## config.mk

```make
export PLATFORM = sky130hd
export DESIGN_NAME = fifo_ctrl_sync
export DESIGN_NICKNAME = d
export VERILOG_FILES = /design/src/rtl/fifo_ctrl_sync_pkg.sv /design/src/rtl/fifo_ctrl_sync_array.sv /design/src/rtl/fifo_ctrl_sync.sv
export SDC_FILE = /design/constraint.sdc
export NUM_CORES = 1
export LEC_CHECK = 0
export BUFFER_PORTS_ARGS = -buffer_cell sky130_fd_sc_hd__buf_2
export CAP_MARGIN = 20
export CORE_MARGIN = 2
export CORE_UTILIZATION = 64
export CTS_BUF_LIST = sky130_fd_sc_hd__clkbuf_2 sky130_fd_sc_hd__clkbuf_4 sky130_fd_sc_hd__clkbuf_8
export CTS_CLUSTER_DIAMETER = 50
export DETAILED_ROUTE_END_ITERATION = 6
export GPL_ROUTABILITY_DRIVEN = 0
export GPL_TIMING_DRIVEN = 0
export PLACE_DENSITY = 0.95
export REMOVE_ABC_BUFFERS = 1
export SKIP_CTS_REPAIR_TIMING = 1
export SLEW_MARGIN = 20
export SYNTH_ARGS = -nofsm -noshare
export SYNTH_HDL_FRONTEND = slang
export SYNTH_HIERARCHICAL = 1
export SYNTH_SLANG_ARGS = --single-unit
```

## constraint.sdc

```tcl
create_clock -name clk -period 4.8 [get_ports clk]
set_input_delay 0.72 -clock clk [delete_from_list [all_inputs] [get_ports clk]]
set_output_delay 0.72 -clock clk [all_outputs]
set_load 0.02 [all_outputs]
```

## src/rtl/fifo_ctrl_sync_pkg.sv

```systemverilog
// Shared helpers for the synchronous FIFO controller and its storage array.
package fifo_ctrl_sync_pkg;

  function automatic int unsigned clog2(input int unsigned value);
    int unsigned result;
    int unsigned rem;
    result = 0;
    rem = (value > 0) ? value - 1 : 0;
    while (rem > 0) begin
      result = result + 1;
      rem = rem >> 1;
    end
    return result;
  endfunction

endpackage

```

## src/rtl/fifo_ctrl_sync_array.sv

```systemverilog
// Behavioural storage array: synchronous write, registered read, no reset.
module array_behavioral_simple
  import fifo_ctrl_sync_pkg::*;
#(
  parameter int unsigned WIDTH = 8,
  parameter int unsigned DEPTH = 8,
  parameter int unsigned ADDR  = clog2(DEPTH)
) (
  input  logic             clk,
  input  logic             write_en,
  input  logic [ADDR-1:0]  write_addr,
  input  logic [WIDTH-1:0] write_data,
  input  logic [ADDR-1:0]  read_addr,
  output logic [WIDTH-1:0] read_data
);

  logic [WIDTH-1:0] mem [DEPTH];

  always_ff @(posedge clk) begin
    if (write_en) begin
      mem[write_addr] <= write_data;
    end
    read_data <= mem[read_addr];
  end

endmodule

```

## src/rtl/fifo_ctrl_sync.sv

```systemverilog
// Synchronous FIFO controller: circular pointers, occupancy count and
// valid/ready handshakes around a registered-read storage array.
module fifo_ctrl_sync
  import fifo_ctrl_sync_pkg::*;
#(
  parameter int unsigned WIDTH = 8,
  parameter int unsigned DEPTH = 8,
  parameter int unsigned ADDR  = clog2(DEPTH)
) (
  input  logic             clk,
  input  logic             rst_n,
  input  logic             flush,
  input  logic [WIDTH-1:0] in_data,
  input  logic             in_valid,
  output logic             in_ready,
  output logic [WIDTH-1:0] out_data,
  output logic             out_valid,
  input  logic             out_ready,
  output logic [ADDR:0]    count,
  output logic             full,
  output logic             empty
);

  localparam int unsigned   CW       = ADDR + 1;
  localparam logic [ADDR:0] FULL_CNT = CW'(DEPTH);

  logic [ADDR-1:0]  wr_ptr;
  logic [ADDR-1:0]  rd_ptr;
  logic [ADDR-1:0]  rd_ptr_next;
  logic [WIDTH-1:0] read_data;
  logic [ADDR:0]    remain;
  logic             push;
  logic             pop;
  logic             write_en;

  assign full     = (count == FULL_CNT);
  assign empty    = (count == '0);
  assign in_ready = !full;
  assign push     = in_valid & in_ready;
  assign pop      = out_valid & out_ready;
  assign write_en = push & !flush;

  // Reading at the post-pop pointer lets the array register the next head
  // on the same edge as the pop, sustaining one pop per cycle.
  always_comb begin
    rd_ptr_next = rd_ptr;
    if (pop) begin
      rd_ptr_next = rd_ptr + ADDR'(1);
    end
  end

  assign remain   = count - CW'(pop);
  assign out_data = out_valid ? read_data : '0;

  always_ff @(posedge clk or negedge rst_n) begin
    if (!rst_n) begin
      wr_ptr    <= '0;
      rd_ptr    <= '0;
      count     <= '0;
      out_valid <= 1'b0;
    end else if (flush) begin
      wr_ptr    <= '0;
      rd_ptr    <= '0;
      count     <= '0;
      out_valid <= 1'b0;
    end else begin
      if (push) begin
        wr_ptr <= wr_ptr + ADDR'(1);
      end
      rd_ptr <= rd_ptr_next;
      if (push && !pop) begin
        count <= count + CW'(1);
      end else if (pop && !push) begin
        count <= count - CW'(1);
      end
      // Pre-edge count excludes a same-cycle push, giving the one-cycle
      // write-to-read latency the registered array needs.
      out_valid <= (remain != '0);
    end
  end

  array_behavioral_simple #(
    .WIDTH (WIDTH),
    .DEPTH (DEPTH),
    .ADDR  (ADDR)
  ) u_array (
    .clk        (clk),
    .write_en   (write_en),
    .write_addr (wr_ptr),
    .write_data (in_data),
    .read_addr  (rd_ptr_next),
    .read_data  (read_data)
  );

endmodule
```

==> results of run 1 <==
-- worst max-delay path by stage --
stage,endpoint,cells after the start,slack (ps),start
finish,u_array/read_data[3]$_DFF_P_,5,2020,out_valid$_DFF_PN0_
CTS,u_array/read_data[3]$_DFF_P_,5,2020,out_valid$_DFF_PN0_
global placement,u_array/read_data[6]$_DFF_P_,5,1070,out_ready
detailed placement,u_array/read_data[1]$_DFF_P_,6,1920,out_ready
floorplan,u_array/read_data[1]$_DFF_P_,4,1750,out_ready
global route,u_array/read_data[3]$_DFF_P_,5,1900,out_valid$_DFF_PN0_
-- kinds of logic after synthesis --
| group | synth area share |
|---|---|
| DFF | 0.687 |
| and+or+nand+nor | 0.0707 |
| xor gates and xnor gates | 0.0153 |
| adders and majority gates | 0.0241 |
| muxes | 0.154 |
| AOI/OAI and AO/OA | 0.0255 |
| buffers and inverters | 0.0237 |
-- state kept, by name (all words and copies together), names as in the netlist --
signal and flops:
rd_ptr 3, out_valid 1, wr_ptr 3, count 4, u_array/mem 64, u_array/read_data 8
-- routing by layer --
layer | vias up | global-route usage
met2 | 82 | 0.358
li1 | 812 | -
met5 | - | 0
met4 | 0 | 0.125
met1 | 916 | 0.299
met3 | 23 | 0.0471
-- layout make-up --
class	count	share of cell area
Sequential cell	83	0.612
Multi-Input combinational cell	94	0.264
Timing Repair Buffer	30	0.0422
Clock buffer	11	0.0377
Tap cell	70	0.0227
Clock inverter	5	0.0156
Inverter	5	0.00552
-- worst max-delay path, delay by kind of cell (launching register included) --
kind	cells	cell delay, ps
xor gates and xnor gates	1	650
buffers and inverters	1	250
DFF	1	570
muxes	2	900
and+or+nand+nor	1	310
-- power breakdown --
group          internal [mW]  leakage, nW  switching, mW
Sequential             0.842        0.793         0.0554
Clock                  0.262        0.103          0.241
Combinational          0.227        0.536          0.258
-- synth_stat cells (2+ instances only) --
cell type  number
nor2_1          9
nor3_1          5
xnor2_1         3
mux4_1         15
nand2b_1        4
mux2_2          9
nand2_1         5
and2_1          8
a21oi_2         2
xor2_1          3
nand3_1         3
buf_2           2
dfrtp_1        11
buf_6           2
ha_1            5
a21oi_1         4
inv_1           4
dfxtp_1         8
edfxtp_1       64
nor2b_1         3
-- per-stage QoR --
step	power, mW	hold WS [ps]	std cells	area [sq um]	util
after floorplan	1.24	424	182	3370	-
after global placement	1.35	543	280	3600	0.700
after detailed placement	1.39	603	282	3650	0.710
after CTS	1.89	230	298	3850	0.750
after global routing	1.97	233	298	3850	0.750
final	1.88	233	298	3850	0.750
==> results_dict.tcl, run 1 <==
set metrics [dict create \
    ff2ff_setup_slack_ps 2020 \
    slowest_stage "xnor2_2" \
    fin_ws_ps 2020 \
    relSlewSlack 0.388 \
    wl_met3_microns 362 \
    reg2reg_from "out_valid$_DFF_PN0_" \
    grt_overflow 0 \
    fmax_ghz 0.360 \
    hold_path_class "primary input to async pin" \
    cts_max_path_buffers 2 \
    grt.total_usage 0.227 \
    max_stage_delay_ps 650 \
    setup_viol 0 \
    syn_inst 189 \
    cellPowerDensity_nw_per_um2 489 \
    ys_ff_latch 83 \
    ys.flop_type "edfxtp_1" \
    dp_slack_ps 1920 \
    highest_layer "met4" \
    dieWidth_microns 77.2 \
    die_y_microns 77.2 \
    die_area_sq_um 5960 \
    endpoint_kind "flip-flop" \
    worstMarginPinSlew_ps 914 \
    num_rows 26 \
    io_pins 29 \
    setup_tns_ps 0 \
    path_cells "nand2_1 -> xnor2_2 -> buf_6 -> mux4_1 -> mux2_2" \
    critPathRequiredTime_ps 5040 \
    dr_total_vias 1833 \
    critPathKind "flip-flop to flip-flop" \
    mostFrequentLayoutCells "edfxtp_1, buf_2, mux4_1" \
    grt_max_degree 15 \
    drc 0 \
    synth.top_cell.area_share 0.560 \
    cts_buffers 9 \
    netlist_area_sq_um 3430 \
    hpwl_mm 3.91 \
    syn_area_per_cell_sq_um 18.2 \
    cts.sinks 83 \
    drt_iter0_drc 199 \
    m1WireLength_mm 2.47 \
    synth_top_cell_by_area "edfxtp_1" \
    finalClockSkew_ps 14.5 \
    cts_tree "yes" \
    wl_per_cell_microns 20.5 \
    syn_to_final_growth_pct 12.2 \
    synth_cell_type_count 40 \
    insertion_delay_ps 350 \
    nFillCells 308 \
    initial_utilization 0.668 \
    synthTopCellsByArea "edfxtp_1, mux4_1, dfrtp_1" \
    slew_viol_final 0 \
    root_buffer "clkbuf_8" \
    clk_pin_slew_worst_paths_ps 80 \
    worstSetupStartpointType "flip-flop" \
    vias_per_cell 6.15 \
    timing.final.crit_period_ps 2780 \
    yosysSeqAreaShare 0.687 \
    layout-drive-gt1-share 0.285 \
    antenna_found_initial 0 \
    r2r_cells 5 \
    outcome "finished clean" \
    ant_nets 0 \
    synthArstFlopShare 0.133 \
    core_area_sq_um 5140 \
    rsz0062_at_grt "no" \
    grt_pass1_wl_mm 9.60 \
    synth-edff-count 64 \
    fin_nets 242 \
    htree_levels 3 \
    diodes 0 \
    leakage_nw 1.43 \
    worstReg2RegEnd "u_array/read_data[3]$_DFF_P_" \
    ir_drop_uv 302 \
    first_global_vias 1822 \
    synth_warnings 6 \
    firstDrtPassIters 4 \
    multiInputGateArea_sq_um 1020 \
    routed_wl_mm 6.10 \
    final_common_cell "edfxtp_1" \
    critPathMaxFanout 11 \
    wl_met2_mm 3.04 \
    io_buffers 28 \
    cap_violations 0 \
    finalCritPeriodShare 0.578 \
    hold_violations 0 \
    worstPathArrival_ps 3020 \
    regArea_sq_um 2360 \
]
Note: power is estimated with default switching activity, not from simulation.
==> inputs of run 2 (changes only) <==
- CORE_UTILIZATION: 64 -> 61
- PLACE_DENSITY: 0.95 -> 0.92
- clock period: 4.8 -> 2.71 ns (I/O delays scaled with it)
==> run 2 against run 1 <==
Largest power group unchanged. Final cell count is 1.3% higher. Critical endpoint is now count[3]$_DFFE_PN0P_. Setup slack got worse by 1800 ps. Count of clock-buffer cells in the layout is 1 lower. Sequential share of layout area decreased by 0.22 points. Non-clock buffer count rose by 2. Via count fell by 0.76%. Hold slack gained 95 ps. Global-route usage is 0.50 points lower. Die area grew 4.7%. Combinational power is 88% higher. Critical path depth is 2 higher. Largest cell class unchanged.
==> results_dict.tcl, run 2 (synthesized netlist as in run 1, its figures left out) <==
set metrics [dict create \
    outcome "finished clean" \
    leakage_nw 1.44 \
    first_global_vias 1813 \
    dr_total_vias 1819 \
    utilization 0.706 \
    drc 0 \
    routed_wl_mm 6.23 \
    reg2reg_from "count[1]$_DFFE_PN0P_" \
    io_pins 29 \
    slew_viol_final 0 \
    cts_max_path_buffers 2 \
    relSlewSlack 0.334 \
    mostFrequentLayoutCells "edfxtp_1, buf_2, mux4_1" \
    ff2ff_setup_slack_ps 190 \
    place_inst 284 \
    cts_tree "yes" \
    cap_violations 0 \
    hpwl_mm 4.09 \
    crit_start "count[1]$_DFFE_PN0P_" \
    reg_top3 "u_array/mem (64), u_array/read_data (8), count (4)" \
    core_area_sq_um 5470 \
    finalCritPeriodShare 0.930 \
    drt_iter0_drc 133 \
    grt_pass1_wl_mm 9.70 \
    ir_drop_uv 424 \
    setup_tns_ps 0 \
    grt_max_degree 15 \
    dp_slack_ps -29.7 \
    layout-drive-gt1-share 0.287 \
    firstDrtPassIters 4 \
    syn_to_final_growth_pct 12.7 \
    clk_pin_slew_worst_paths_ps 80 \
    worstReg2RegEnd "count[3]$_DFFE_PN0P_" \
    fin_nets 244 \
    hold_path_class "primary input to flip-flop" \
    hold_violations 0 \
    fmax_ghz 0.397 \
    cts_buffers 9 \
    num_rows 27 \
    fin_ws_ps 190 \
    critPathMaxFanout 7 \
    dieWidth_microns 79.0 \
    grt.total_usage 0.222 \
    vias_per_cell 6.02 \
    cellPowerDensity_nw_per_um2 845 \
    grt_overflow 0 \
    initial_utilization 0.627 \
    insertion_delay_ps 350 \
    critPathKind "flip-flop to flip-flop" \
    htree_levels 3 \
    whs_ps 328 \
    cts.sinks 83 \
    timing.final.crit_period_ps 2520 \
    worstMarginPinSlew_ps 995 \
    worstSetupStartpointType "flip-flop" \
    finalNonFillerCells 302 \
    io_buffers 28 \
    endpoint_kind "flip-flop" \
    die_area_sq_um 6240 \
    root_buffer "clkbuf_8" \
    setup_viol 0 \
    critPathRequiredTime_ps 2950 \
    worstPathArrival_ps 2760 \
    r2r_cells 7 \
    ant_nets 0 \
    finalClockSkew_ps 11.3 \
    wl_per_cell_microns 20.6 \
    top_register "u_array/mem" \
    largest_reg_flops 64 \
    final_common_cell "edfxtp_1" \
    cp-endpoint "count[3]$_DFFE_PN0P_" \
    diodes 0 \
    die_y_microns 79.0 \
    rsz0062_at_grt "no" \
    antenna_found_initial 0 \
]
[run 2: changes by cell type in the layout (fill, tap and decap cells not counted)]
cell,previous run,this run
buf_12,0,1
bufinv_16,1,0
clkbuf_8,10,9
clkinv_1,0,1
clkinv_2,1,2
clkinv_4,1,2
clkinvlp_4,1,0
dlygate4sd3_1,0,1
or4b_1,1,0
or4b_4,0,1
xnor2_2,2,1
xnor2_4,0,1
[run 2: how the worst min path moves through the flow]
stage | from | to | slack (ps) | cells past startpoint
3_5_place_dp | rst_n | rd_ptr[1]$_DFF_PN0_ | 280 | 1
6_report | in_data[5] | u_array/mem[0][5]$_DFFE_PP_ | 330 | 1
5_1_grt | in_data[5] | u_array/mem[0][5]$_DFFE_PP_ | 310 | 1
2_1_floorplan | rst_n | count[0]$_DFFE_PN0P_ | 110 | 0
3_3_place_gp | rst_n | count[0]$_DFFE_PN0P_ | 290 | 1
4_1_cts | rst_n | rd_ptr[1]$_DFF_PN0_ | -100 | 1
[run 2: area by class of cell]
type	instances	area, sq um
flip-flops and latches	83	2360
fillers	348	1610
multi-input cells	94	1030
repair buffers	32	193
clock buffers	10	131
well taps	72	90.1
clock inverters	6	40.0
inverters	5	21.3
[run 2: worst max-delay path: stages, from the launching register on]
cell and delay, ps:
dfrtp_1 470, or4b_4 650, nand3_4 160, ha_1 260, a21o_1 210, a2111oi_0 410, mux2i_1 160, o311ai_1 100
[run 2: through the flow]
step	area, sq um	power [mW]
floorplan	3370	2.19
global placement	3600	2.38
detailed placement	3650	2.47
CTS	3820	3.23
global route	3870	3.43
finish	3870	3.27
[run 2: metal layers]
| layer | track usage | share of wire | vias up |
|---|---|---|---|
| li1 | - | - | 818 |
| met1 | 0.268 | 0.38 | 914 |
| met2 | 0.386 | 0.54 | 71 |
| met3 | 0.0534 | 0.053 | 16 |
| met4 | 0.0931 | 0.025 | 0 |
| met5 | 0 | 0 | - |
[run 2: where the power goes]
part,internal [mW],switching [mW]
Clock,0.343,0.422
Combinational,0.442,0.467
Sequential,1.49,0.102
Total,2.28,0.991
==> inputs of run 3 (changes only) <==
- CORE_UTILIZATION: 61 -> 35
- PLACE_DENSITY: 0.92 -> 0.62
==> run 3 against run 2 <==
Die area grew 70%. Core utilization shrank 29 points. Setup slack lost 110 ps. Via count shrank 6.9%. Total power grew 2.1%. Clock power grew 17%.
==> results_dict.tcl, run 3 (synthesized netlist as in run 1, its figures left out) <==
set metrics [dict create \
    timing.final.crit_period_ps 2630 \
    pwr-share-seq 0.475 \
    die_area_sq_um 10600 \
    worstSetupStartpointType "flip-flop" \
    die_y_microns 103 \
    setup_viol 0 \
    io_pins 29 \
    nFillCells 884 \
    vias_per_cell 4.65 \
    hold_path_class "primary input to flip-flop" \
    slowest_stage "or4b_1" \
    worstMarginPinSlew_ps 1080 \
    diodes 0 \
    endpoint_kind "flip-flop" \
    cts_max_path_buffers 2 \
    placed_cell_area_sq_um 3750 \
    drt_iter0_drc 85 \
    critPathRequiredTime_ps 2960 \
    antenna_found_initial 0 \
    grt_overflow 0 \
    firstDrtPassIters 4 \
    cts.sinks 83 \
    grt_pass1_wl_mm 8.86 \
    core_area_sq_um 9640 \
    ir_drop_uv 234 \
    fin_ws_ps 75.6 \
    initial_utilization 0.356 \
    hold_violations 0 \
    relSlewSlack 0.274 \
    wl_met3_microns 219 \
    wl_per_cell_microns 16.1 \
    cap_violations 0 \
    critPathKind "flip-flop to flip-flop" \
    dr_total_vias 1694 \
    num_rows 36 \
    largest_reg_flops 64 \
    syn_to_final_growth_pct 16.0 \
    layout-drive-gt1-share 0.290 \
    dieWidth_microns 103 \
    fin_nets 245 \
    slew_viol_final 0 \
    cts_tree "yes" \
    mostFrequentLayoutCells "edfxtp_1, buf_2, mux4_1" \
    clk_pin_slew_worst_paths_ps 90 \
    top_register "u_array/mem" \
    setup_tns_ps 0 \
    worstPathArrival_ps 2880 \
    fmax_ghz 0.380 \
    finalNonFillerCells 364 \
    first_global_vias 1621 \
    cellPowerDensity_nw_per_um2 838 \
    comb_power_share 0.256 \
    io_buffers 28 \
    leakage_nw 1.45 \
    hpwl_mm 3.72 \
    root_buffer "clkbuf_8" \
    place_inst 347 \
    utilization 0.413 \
    max_stage_delay_ps 710 \
    grt.total_usage 0.119 \
    reg_top3 "u_array/mem (64), u_array/read_data (8), count (4)" \
    cts_buffers 9 \
    total_power_mw 3.34 \
    path_cells "or4b_1 -> nand3_4 -> ha_1 -> a21o_1 -> a2111oi_1 -> mux2i_1 -> o311ai_1" \
    htree_levels 3 \
    critPathMaxFanout 7 \
    switching_share 0.296 \
    clkPwrFrac 0.269 \
    final_common_cell "edfxtp_1" \
    m1WireLength_mm 2.55 \
    drc 0 \
    finalClockSkew_ps 9.46 \
    cp_num_buf_inv 0 \
    insertion_delay_ps 350 \
    whs_ps 317 \
    wl_met2_mm 2.96 \
    final_cell_area_sq_um 3980 \
    cp_top_family "simple AND/OR/NAND/NOR gates" \
    dp_slack_ps -35.4 \
    finalCritPeriodShare 0.972 \
    cellInternalPower_mw 2.35 \
    highest_layer "met4" \
    ant_nets 0 \
    grt_max_degree 17 \
    routed_wl_mm 5.87 \
    switchingPower_mw 0.987 \
    outcome "finished clean" \
]
[run 3: worst register-to-register path: stages (launching register included)]
cell and delay, ps:
dfrtp_1 460, or4b_1 710, nand3_4 180, ha_1 250, a21o_1 220, a2111oi_1 490, mux2i_1 150, o311ai_1 100
[run 3: power by group through the flow]
stage          Combinational, mW  Sequential (mW)  Clock, mW
2_1_floorplan              0.577             1.61          0
3_3_place_gp               0.801             1.61          0
3_5_place_dp               0.853             1.62          0
4_1_cts                    0.856             1.59      0.933
5_1_grt                    0.938             1.60      0.978
6_report                   0.856             1.58      0.898
[run 3: layer usage]
metal	vias to the layer above	global-route usage
met4	0	0.0688
li1	818	-
met5	-	0
met3	11	0.0244
met2	30	0.199
met1	835	0.144
[run 3: area by class of cell]
class                           instances  area [sq um]  share of cell area
Clock buffer                            9           124              0.0311
Inverter                                5          21.3             0.00534
Timing Repair Buffer                   33           195              0.0490
Tap cell                              133           166              0.0418
Clock inverter                          7          86.3              0.0217
Sequential cell                        83          2360               0.592
Multi-Input combinational cell         94          1030               0.259
[run 3: final timing paths]
| path | startpoint | to | slack (ps) | cells past startpoint |
|---|---|---|---|---|
| max reg2reg | count[1]$_DFFE_PN0P_ | count[3]$_DFFE_PN0P_ | 80 | 7 |
| max in group asynchronous | rst_n | wr_ptr[0]$_DFFE_PN0P_ | 2020 | 2 |
| min | in_data[7] | u_array/mem[4][7]$_DFFE_PP_ | 320 | 1 |
| min reg2reg | wr_ptr[2]$_DFFE_PN0P_ | wr_ptr[2]$_DFFE_PN0P_ | 580 | 2 |
| min in group asynchronous | rst_n | count[3]$_DFFE_PN0P_ | 470 | 2 |
| max | count[1]$_DFFE_PN0P_ | count[3]$_DFFE_PN0P_ | 80 | 7 |
